`config.mk`:
```
export PLATFORM = sky130hd
export DESIGN_NAME = execute_writeback
export DESIGN_NICKNAME = d
export VERILOG_FILES = /design/src/rtl/execute_writeback.sv
export SDC_FILE = /design/constraint.sdc
export NUM_CORES = 1
export LEC_CHECK = 0
export BUFFER_PORTS_ARGS = -buffer_cell sky130_fd_sc_hd__buf_4
export CAP_MARGIN = 15
export CORE_MARGIN = 2
export CORE_UTILIZATION = 61
export DETAILED_ROUTE_END_ITERATION = 7
export PLACE_DENSITY = 0.91
export SLEW_MARGIN = 20
export SYNTH_ARGS = -nofsm -noshare
export SYNTH_HDL_FRONTEND = slang
export SYNTH_SLANG_ARGS = --single-unit
```
`constraint.sdc`:
```
create_clock -name clk -period 3.5 [get_ports clk]
set_input_delay 0.7 -clock clk [delete_from_list [all_inputs] [get_ports clk]]
set_output_delay 0.7 -clock clk [all_outputs]
set_load 0.03 [all_outputs]
```
`src/rtl/execute_writeback.sv`:
```
// Execute/write-back stage: runs one ALU op per packet (iterative shift-add MUL)
// and writes the result to data memory, with a one-entry buffer for early arrivals.
module execute_writeback #(
    parameter int DATA_WIDTH       = 8,
    parameter int DATA_MEMORY_SIZE = 64,
    localparam int AW              = $clog2(DATA_MEMORY_SIZE)
) (
    input  logic                  clk,
    input  logic                  rst_n,
    input  logic                  ready,
    input  logic [1:0]            opcode_in,
    input  logic [DATA_WIDTH-1:0] src1,
    input  logic [DATA_WIDTH-1:0] src2,
    input  logic [AW-1:0]         dst_in,
    output logic                  mem_we,
    output logic [AW-1:0]         mem_addr,
    output logic [DATA_WIDTH-1:0] mem_wdata,
    output logic                  done,
    output logic                  flag,
    output logic                  busy,
    output logic                  overrun
);
    localparam int CW = $clog2(DATA_WIDTH + 1);

    typedef enum logic [1:0] {S_IDLE, S_EXEC, S_WRITE} state_t;
    typedef enum logic [1:0] {OP_ADD = 2'b00, OP_SUB = 2'b01, OP_MUL = 2'b10, OP_AND = 2'b11} op_t;

    state_t                    r_state, w_stateNext;
    op_t                       r_op, r_bufOp, w_srcOp;
    logic [DATA_WIDTH-1:0]     r_a, r_b, r_bufA, r_bufB, w_srcA, w_srcB;
    logic [AW-1:0]             r_dst, r_bufDst, w_srcDst;
    logic                      r_bufValid;
    logic [2*DATA_WIDTH-1:0]   r_acc, r_mcand, w_accNext;
    logic [DATA_WIDTH-1:0]     r_mplier;
    logic [CW-1:0]             r_cnt;
    logic [DATA_WIDTH-1:0]     r_result;
    logic                      r_resFlag;
    logic                      r_memWe, r_done, r_flag, r_overrun;
    logic [AW-1:0]             r_memAddr;
    logic [DATA_WIDTH-1:0]     r_memWdata;

    logic                      w_accept, w_loadBuf, w_loadIn, w_bufWrite, w_drop, w_execDone;
    logic [DATA_WIDTH:0]       w_sum, w_diff;

    // IDLE and WRITE both accept new work; a waiting buffered op always wins.
    assign w_accept   = (r_state == S_IDLE) || (r_state == S_WRITE);
    assign w_loadBuf  = w_accept && r_bufValid;
    assign w_loadIn   = w_accept && !r_bufValid && ready;
    assign w_bufWrite = ready && ((w_accept && r_bufValid) || ((r_state == S_EXEC) && !r_bufValid));
    assign w_drop     = ready && (r_state == S_EXEC) && r_bufValid;
    assign w_execDone = (r_op != OP_MUL) || (r_cnt == CW'(DATA_WIDTH - 1));

    assign w_srcOp  = r_bufValid ? r_bufOp  : op_t'(opcode_in);
    assign w_srcA   = r_bufValid ? r_bufA   : src1;
    assign w_srcB   = r_bufValid ? r_bufB   : src2;
    assign w_srcDst = r_bufValid ? r_bufDst : dst_in;

    assign w_sum     = {1'b0, r_a} + {1'b0, r_b};
    assign w_diff    = {1'b0, r_a} - {1'b0, r_b};
    assign w_accNext = r_acc + (r_mplier[0] ? r_mcand : '0);

    always_ff @(posedge clk or negedge rst_n) begin
        if (!rst_n) r_state <= S_IDLE;
        else        r_state <= w_stateNext;
    end

    always_comb begin
        w_stateNext = r_state;
        case (r_state)
            S_IDLE:  if (r_bufValid || ready) w_stateNext = S_EXEC;
            S_EXEC:  if (w_execDone) w_stateNext = S_WRITE;
            S_WRITE: w_stateNext = (r_bufValid || ready) ? S_EXEC : S_IDLE;
            default: w_stateNext = S_IDLE;
        endcase
    end

    always_ff @(posedge clk or negedge rst_n) begin
        if (!rst_n) begin
            r_bufValid <= 1'b0;
            r_bufOp    <= OP_ADD;
            r_bufA     <= '0;
            r_bufB     <= '0;
            r_bufDst   <= '0;
            r_overrun  <= 1'b0;
        end else begin
            if (w_bufWrite) begin
                r_bufValid <= 1'b1;
                r_bufOp    <= op_t'(opcode_in);
                r_bufA     <= src1;
                r_bufB     <= src2;
                r_bufDst   <= dst_in;
            end else if (w_loadBuf) begin
                r_bufValid <= 1'b0;
            end
            if (w_drop) r_overrun <= 1'b1;
        end
    end

    // MUL walks the multiplier LSB first; result/flag track the running product
    // so the final iteration leaves the complete value behind.
    always_ff @(posedge clk or negedge rst_n) begin
        if (!rst_n) begin
            r_op      <= OP_ADD;
            r_a       <= '0;
            r_b       <= '0;
            r_dst     <= '0;
            r_acc     <= '0;
            r_mcand   <= '0;
            r_mplier  <= '0;
            r_cnt     <= '0;
            r_result  <= '0;
            r_resFlag <= 1'b0;
        end else if (w_loadBuf || w_loadIn) begin
            r_op     <= w_srcOp;
            r_a      <= w_srcA;
            r_b      <= w_srcB;
            r_dst    <= w_srcDst;
            r_acc    <= '0;
            r_mcand  <= {{DATA_WIDTH{1'b0}}, w_srcA};
            r_mplier <= w_srcB;
            r_cnt    <= '0;
        end else if (r_state == S_EXEC) begin
            case (r_op)
                OP_ADD: begin
                    r_result  <= w_sum[DATA_WIDTH-1:0];
                    r_resFlag <= w_sum[DATA_WIDTH];
                end
                OP_SUB: begin
                    r_result  <= w_diff[DATA_WIDTH-1:0];
                    r_resFlag <= w_diff[DATA_WIDTH];
                end
                OP_AND: begin
                    r_result  <= r_a & r_b;
                    r_resFlag <= 1'b0;
                end
                OP_MUL: begin
                    r_acc     <= w_accNext;
                    r_mcand   <= r_mcand << 1;
                    r_mplier  <= r_mplier >> 1;
                    r_cnt     <= r_cnt + CW'(1);
                    r_result  <= w_accNext[DATA_WIDTH-1:0];
                    r_resFlag <= |w_accNext[2*DATA_WIDTH-1:DATA_WIDTH];
                end
            endcase
        end
    end

    always_ff @(posedge clk or negedge rst_n) begin
        if (!rst_n) begin
            r_memWe    <= 1'b0;
            r_done     <= 1'b0;
            r_memAddr  <= '0;
            r_memWdata <= '0;
            r_flag     <= 1'b0;
        end else begin
            r_memWe <= (r_state == S_WRITE);
            r_done  <= (r_state == S_WRITE);
            if (r_state == S_WRITE) begin
                r_memAddr  <= r_dst;
                r_memWdata <= r_result;
                r_flag     <= r_resFlag;
            end
        end
    end

    assign mem_we    = r_memWe;
    assign done      = r_done;
    assign mem_addr  = r_memAddr;
    assign mem_wdata = r_memWdata;
    assign flag      = r_flag;
    assign overrun   = r_overrun;
    assign busy      = (r_state != S_IDLE) || r_bufValid;

endmodule

```
Yosys cells after proc, flatten, opt, wreduce, memory -nomap -nowiden
Cells that the tools add are included.
{"block": "op_classes", "add_sub_neg": 4, "n_eq_ne": 9, "n_mux": 25, "bitwise_logic": 2, "reduce_logical": 24}
{"op": "$mux W16", "n": 7}
{"op": "$mux W8", "n": 5}
{"op": "$pmux W8 S4", "n": 1}
{"op": "$add A16 B16 Y16", "n": 1}
{"op": "$mux W4", "n": 3}
{"op": "$add A8 B8 Y9", "n": 1}
{"op": "$sub A8 B8 Y9", "n": 1}
{"op": "$and A8 B8 Y8", "n": 1}
{"op": "$reduce_bool A2 Y1", "n": 4}
{"op": "$reduce_or A8 Y1", "n": 1}
{"op": "$logic_and A1 B1 Y1", "n": 7}
{"op": "$eq A2 B2 Y1 const B", "n": 3}
{"op": "$logic_or A1 B1 Y1", "n": 6}
{"op": "$mux W2", "n": 3}
{"op": "$mux W6", "n": 1}
{"op": "$pmux W2 S3", "n": 1}
{"op": "$reduce_and A2 Y1", "n": 3}
{"op": "$add A4 B1 Y4 const B", "n": 1}
{"op": "$eq A2 B1 Y1 const B", "n": 2}
{"op": "$eq A4 B3 Y1 const B", "n": 1}
{"op": "$logic_not A2 Y1", "n": 2}
{"op": "$ne A2 B2 Y1 const B", "n": 2}
{"op": "$pmux W1 S4", "n": 1}
{"op": "$mux W1", "n": 3}
{"op": "3 further kinds", "n": 3}
{"block": "word_totals", "ff_bits": 121, "input_bits": 27, "out_inout_bits": 19, "wordCells": 85}

Depth between registers and ports, before layout
Gate-level depths: netlist of run 1.
{"block": "depth", "ltp_word": 7, "depth_mapped": 12, "mapped_depth_nobuf": 11}

Worst setup path before layout of run 1
No wires, ideal clock.
{"block": "synth_path", "kind": "register -> register", "start": "reg r_mplier[0]", "end": "reg r_resFlag", "setup_ps": 124, "arrival_ps": 2726, "required_time_ps": 3376, "path_slack_ps": 650, "path_stages_with_launch": 13, "path_buffers": 1, "path_cell_list": "dfrtp_1 > clkbuf_1 > and2_1 > ha_1 > inv_1 > fa_1 > nor2b_1 > o31a_1 > o221a_1 > or3_4 > a2111oi_2 > nand4_1 > o31a_1"}
{"block": "synth_via", "elab_chain_len": 4}
{"item": "start, declared", "line": "34", "rtl": "logic [DATA_WIDTH-1:0] r_mplier;"}
{"item": "start signal, assigned", "line": "120", "rtl": "r_mplier <= w_srcB;"}
{"item": "start signal, assigned", "line": "139", "rtl": "r_mplier <= r_mplier >> 1;"}
{"item": "$mux W16", "line": "60", "rtl": "assign w_accNext = r_acc + (r_mplier[0] ? r_mcand : '0);"}
{"item": "$add A16 B16 Y16", "line": "60"}
{"item": "$reduce_or A8 Y1", "line": "142", "rtl": "r_resFlag <= |w_accNext[2*DATA_WIDTH-1:DATA_WIDTH];"}
{"item": "$pmux W1 S4", "line": "123", "rtl": "case (r_op)"}
{"item": "end signal, assigned", "line": "126", "rtl": "r_resFlag <= w_sum[DATA_WIDTH];"}
{"item": "end signal, assigned", "line": "130", "rtl": "r_resFlag <= w_diff[DATA_WIDTH];"}
{"item": "end signal, assigned", "line": "142"}
{"item": "end, declared", "line": "37", "rtl": "logic r_resFlag;"}
No other way between the ends.
A chain may end at the register's enable or synchronous reset.

Worst setup path after layout of run 1
Same ends and word-level chain as after synthesis.

==> results_dict.tcl, run 1 <==
set metrics [dict create \
    relSlewSlack_pct 29.0 \
    synth_cells 606 \
    drv_cap 0 \
    port_buffers 45 \
    start_kind "flop" \
    dr.pass1.iters 5 \
    grt_pass1_vias 5112 \
    syn_nets 668 \
    post-route-min-period_ps 3060 \
    power.total_mw 7.79 \
    worstMarginPinSlew_ps 1070 \
    cts_root_buffer "clkbuf_8" \
    peakVddDrop_mv 0.855 \
    layout_common_cells "dfrtp_1, nand2_1, buf_4, mux2_2, o21ai_0" \
    antenna_found_initial 0 \
    n_antenna_cell 0 \
    synth_warnings 0 \
    cts_buffers 17 \
    crit_chain "and2_1 > ha_1 > inv_1 > fa_1 > nor2b_1 > o31a_1 > o221a_1 > or3_4 > a2111oi_2 > nand4_1 > o31a_1" \
    coreArea_sq_mm 0.0103 \
    yosysSeqAreaShare_pct 47.1 \
    worstSetupPathType "flop to flop" \
    numClockSinks 121 \
    path_max_fanout 17 \
    cts_tree "built" \
    syn_to_final_growth_pct 16.9 \
    syn_avg_cell_area_sq_um 10.6 \
    drc 0 \
    status "finished, final reports clean" \
    drt_iter0_markers 367 \
    synthFlopType "dfrtp_1" \
    clkLatencyLatePin_ps 530 \
    synth_largest_area_cell "dfrtp_1" \
    wl_mm 15.4 \
    start_util_pct 62.5 \
    ios 46 \
    setup_tns_ps 0 \
    final_common_cell "dfrtp_1" \
    ctsHoldBuffers 0 \
    hp-class "primary input to asynchronous set/reset pin" \
    synth_top_cell_area_share_pct 47.1 \
    cp.required_ps 3910 \
    num-fill-cells 669 \
    place.gp.congestion 0.873 \
    grt_max_degree 63 \
    async_flop_share_pct 100 \
    multi_input_area_sq_mm 0.00320 \
    cts_max_path_buffers 2 \
    grt_overflow_total 0 \
    setup_viol 0 \
    htreeDepth 4 \
    final-seq-area_sq_mm 0.00303 \
    ys_ff_latch 121 \
    synth_cell_types 52 \
    num_vias 4984 \
    worstPathArrival_ps 3470 \
    netlist_area_sq_mm 0.00642 \
    final_antenna_net_count 0 \
    endpoint_kind "flop" \
    hold_viol_final 0 \
    synth_area_leaders "dfrtp_1, mux2_2, ha_1" \
    report.final.slew_viol_count 0 \
    p_leak_nw 3.60 \
    post-cts-setup-buffers 0 \
    wl_per_cell_um 19.4 \
    path_buf_inv 1 \
    hpwl_mm 10.3 \
    path_clk_slew_ps 60 \
    cpMostUsedCell "o31a_1" \
    rsz0062_at_grt "false" \
    die_area_sq_mm 0.0114 \
    critical_path.max_stage_delay_ps 530 \
    grt_use_total_pct 29.1 \
    final.setup_skew_ps 5.79 \
    grt_pass1_wl_mm 25.6 \
    fin_nets 707 \
    synth_edf_count 0 \
    die_y_um 107 \
    finalCritPeriodShare_pct 87.4 \
    timing.fmax_mhz 327 \
    die_width_um 107 \
    critPathTopFamily "compound AO/OA/AOI/OAI gates" \
    drive_above_1_share_pct 20.2 \
    slowest_stage "dfrtp_1" \
    num_rows 37 \
    ctsResizeCount 0 \
    power.density_mw_per_mm2 1040 \
    whs_ps 258 \
    vias_per_cell 6.28 \
]
-- per-stage QoR --
stage | setup slack, ps | instance area [sq um] | utilization [%] | instances
final | 441 | 7510 | 73.1 | 794
after global placement | 543 | 6870 | 66.9 | 762
after CTS | 470 | 7510 | 73.1 | 794
after detailed placement | 479 | 6870 | 66.9 | 762
after global routing | 256 | 7510 | 73.1 | 794
after floorplan | 650 | 6420 | - | 606
-- worst paths after layout --
path                        startpoint           to  slack, ps  cells after the start
setup reg to reg           r_mplier[0]    r_resFlag        440                     11
hold reg to reg            r_result[2]  r_result[2]        480                      2
max in group asynchronous        rst_n  r_mcand[15]       2450                      2
min in group clk               src2[6]    r_bufB[6]        410                      2
hold / removal                   rst_n  r_bufDst[3]        260                      1
setup / recovery           r_mplier[0]    r_resFlag        440                     11
-- synthesized netlist by cell type (all sizes together), types with 3 or more instances --
master / count
nand2: 58
o211ai: 8
mux2: 41
mux2i: 23
xor2: 9
ha: 32
a22o: 15
a211oi: 10
o21bai: 3
clkbuf: 27
nor3: 12
and3: 5
buf: 4
or3: 5
fa: 3
dfrtp: 121
xnor2: 10
o21ai: 40
a31oi: 9
a221o: 8
nor2b: 13
a21o: 19
nand3: 3
a21oi: 22
inv: 22
o21a: 3
nor2: 26
and2: 17
nand4: 3
nand2b: 6
-- state kept, by name, indices dropped and copies added, names as in the netlist --
name / cells
r_bufValid: 1
r_acc: 16
r_a: 8
overrun: 1
r_b: 8
r_bufA: 8
r_bufB: 8
r_dst: 6
done: 1
r_result: 8
r_mplier: 8
flag: 1
r_op: 2
mem_addr: 6
r_bufOp: 2
r_cnt: 4
r_bufDst: 6
r_state: 2
mem_wdata: 8
r_mcand: 16
r_resFlag: 1
-- cells by family after synthesis --
family | Yosys count | share of synthesized area, %
AND/OR/NAND/NOR | 155 | 11.7
XOR/XNOR | 19 | 2.59
adder cells (fa/ha/maj) | 35 | 7.17
flip-flops | 121 | 47.1
multiplexers | 65 | 11.1
AO/OA/AOI/OAI | 158 | 17.1
buffers and inverters | 53 | 3.16
-- power breakdown --
| group | switching (mW) | internal [mW] | leakage (nW) |
|---|---|---|---|
| clock network | 0.654 | 1.23 | 0.298 |
| registers | 0.511 | 1.99 | 1.51 |
| logic | 1.92 | 1.48 | 1.79 |
| total | 3.09 | 4.70 | 3.60 |
-- layout make-up --
class                      instances  share of cell area, %
clock buffer                      18                   5.56
clock inverter                    14                   2.93
inverter                          22                   1.10
multi-input combinational        432                   42.6
sequential                       121                   40.3
tap                              136                   2.27
timing repair buffer              51                   5.26
-- routing by layer --
layer  wire, um  global-route usage [%]  part of all wire, %
met4        423                    12.9                  2.7
met3        839                    4.74                  5.5
met2       7630                    48.2                   50
met1       6500                    38.1                   42
met5          0                       0                    0
Power figures use the tool's default switching activity.
==> inputs of run 2 (changes only) <==
==> constraint.sdc (replaced) <==
create_clock -name clk -period 3.5 [get_ports clk]
set_input_delay 0.875 -clock clk [delete_from_list [all_inputs] [get_ports clk]]
set_output_delay 0.875 -clock clk [all_outputs]
set_load 0.03 [all_outputs]
==> run 2 against run 1 <==
  * Flip-flop and latch count is the same
  * Design area grew 0.35%
  * First-iteration DRC count grew 8.4%
  * Utilization grew 0.26 points
  * Register-to-register slack lost 30 ps
  * Via count grew 0.54%
  * Global-route usage grew 0.97 points
  * Routed wire length grew 3.2%
  * Critical path depth is the same
  * Cell count is the same
==> results_dict.tcl, run 2 (synthesis results as in run 1) <==
set metrics [dict create \
    status "finished, final reports clean" \
    setup_tns_ps 0 \
    antenna_found_initial 0 \
    post-cts-setup-buffers 0 \
    num_rows 37 \
    cts_root_buffer "clkbuf_8" \
    cts_buffers 17 \
    die_area_sq_mm 0.0114 \
    timing.fmax_mhz 324 \
    drc 0 \
    power.density_mw_per_mm2 1050 \
    cp.required_ps 3910 \
    wl_per_cell_um 20.0 \
    layout_common_cells "dfrtp_1, nand2_1, buf_4, mux2_2, o21ai_0" \
    die_y_um 107 \
    fin_nets 707 \
    start_kind "flop" \
    reg2reg_depth 11 \
    final_common_cell "dfrtp_1" \
    htreeDepth 4 \
    worstPathArrival_ps 3500 \
    cts_tree "built" \
    critical_path.max_stage_delay_ps 620 \
    slowest_stage "dfrtp_1" \
    grt_use_total_pct 30.1 \
    n_antenna_cell 0 \
    grt_pass1_wl_mm 26.2 \
    hold_viol_final 0 \
    drt_iter0_markers 398 \
    drive_above_1_share_pct 20.2 \
    top_regs "r_acc x16, r_mcand x16" \
    r2r-end "r_resFlag" \
    grt_max_degree 70 \
    timing.rr.start "r_mplier[0]" \
    critPathTopFamily "compound AO/OA/AOI/OAI gates" \
    ios 46 \
    crit_chain "and2_1 > ha_1 > inv_1 > fa_1 > nor2b_1 > o31a_1 > o221a_1 > o21ai_0 > a2111oi_2 > nand4_1 > o31a_1" \
    syn_to_final_growth_pct 17.3 \
    final.setup_skew_ps 5.44 \
    path_clk_slew_ps 60 \
    path_buf_inv 1 \
    dr.pass1.iters 5 \
    setup_viol 0 \
    grt_overflow_total 0 \
    worstSetupPathType "flop to flop" \
    hp-class "primary input to asynchronous set/reset pin" \
    hpwl_mm 10.2 \
    numClockSinks 121 \
    worstMarginPinSlew_ps 1070 \
    clkLatencyLatePin_ps 520 \
    grt_pass1_vias 5143 \
    coreArea_sq_mm 0.0103 \
    whs_ps 460 \
    num_vias 5011 \
    report.final.slew_viol_count 0 \
    endpoint_kind "flop" \
    start_util_pct 62.5 \
    post-route-min-period_ps 3090 \
    vias_per_cell 6.31 \
    cpMostUsedCell "o31a_1" \
    cts_max_path_buffers 2 \
    p_leak_nw 3.62 \
    final_antenna_net_count 0 \
    finalCritPeriodShare_pct 88.3 \
    port_buffers 45 \
    die_width_um 107 \
    num-fill-cells 692 \
    drv_cap 0 \
    ctsHoldBuffers 0 \
    ctsResizeCount 0 \
    place.gp.congestion 0.843 \
    peakVddDrop_mv 0.833 \
    path_max_fanout 17 \
    wl_mm 15.9 \
    regToRegSetupSlack_ps 410 \
    relSlewSlack_pct 28.6 \
    rsz0062_at_grt "false" \
]
[run 2: changes by cell type in the layout (fill, tap and decap cells not counted)]
cell and delta:
bufinv_16 +1, clkbuf_8 +2, clkinv_2 +2, clkinv_4 -2
clkinvlp_4 -2, inv_6 -1
[run 2: worst max path at each step]
stage / startpoint / to / slack [ps] / cells past startpoint
after floorplan: r_mplier[0] / r_resFlag / 650 / 12
after global placement: r_mplier[0] / r_resFlag / 530 / 11
after detailed placement: r_mplier[0] / r_resFlag / 440 / 11
after CTS: r_mplier[0] / r_resFlag / 430 / 11
after global routing: r_mplier[0] / r_resFlag / 160 / 10
final: r_mplier[0] / r_resFlag / 410 / 11
[run 2: through the flow]
step                      setup WS (ps)  cell area [sq um]  power [mW]  std cells  util, %
after floorplan                     650               6420        4.85        606        -
after global placement              534               6870        5.57        762     66.9
after detailed placement            442               6870        5.77        762     66.9
after CTS                           428               7540        7.88        794     73.3
after global routing                160               7540        8.35        794     73.3
final                               409               7540        7.92        794     73.3
[run 2: power breakdown]
group          switching [mW]  leakage (nW)  internal, mW
clock                   0.643         0.321          1.34
sequential              0.551          1.51          1.99
combinational            1.93          1.79          1.47
[run 2: area by class of cell]
type,instances,area [sq um],area share [%]
clock buffers,20,445,5.91
clock inverters,12,219,2.91
inverters,22,82.6,1.10
multi-input cells,432,3200,42.4
flip-flops and latches,121,3030,40.2
well taps,136,170,2.26
repair buffers,51,395,5.25
[run 2: per-layer routing]
| metal | vias up | track usage, % | routed length (um) |
|---|---|---|---|
| met5 | - | 0 | 0 |
| met1 | 2503 | 37.8 | 6450 |
| li1 | 2263 | - | - |
| met4 | 0 | 13.5 | 586 |
| met2 | 197 | 50.4 | 8080 |
| met3 | 48 | 6.20 | 760 |
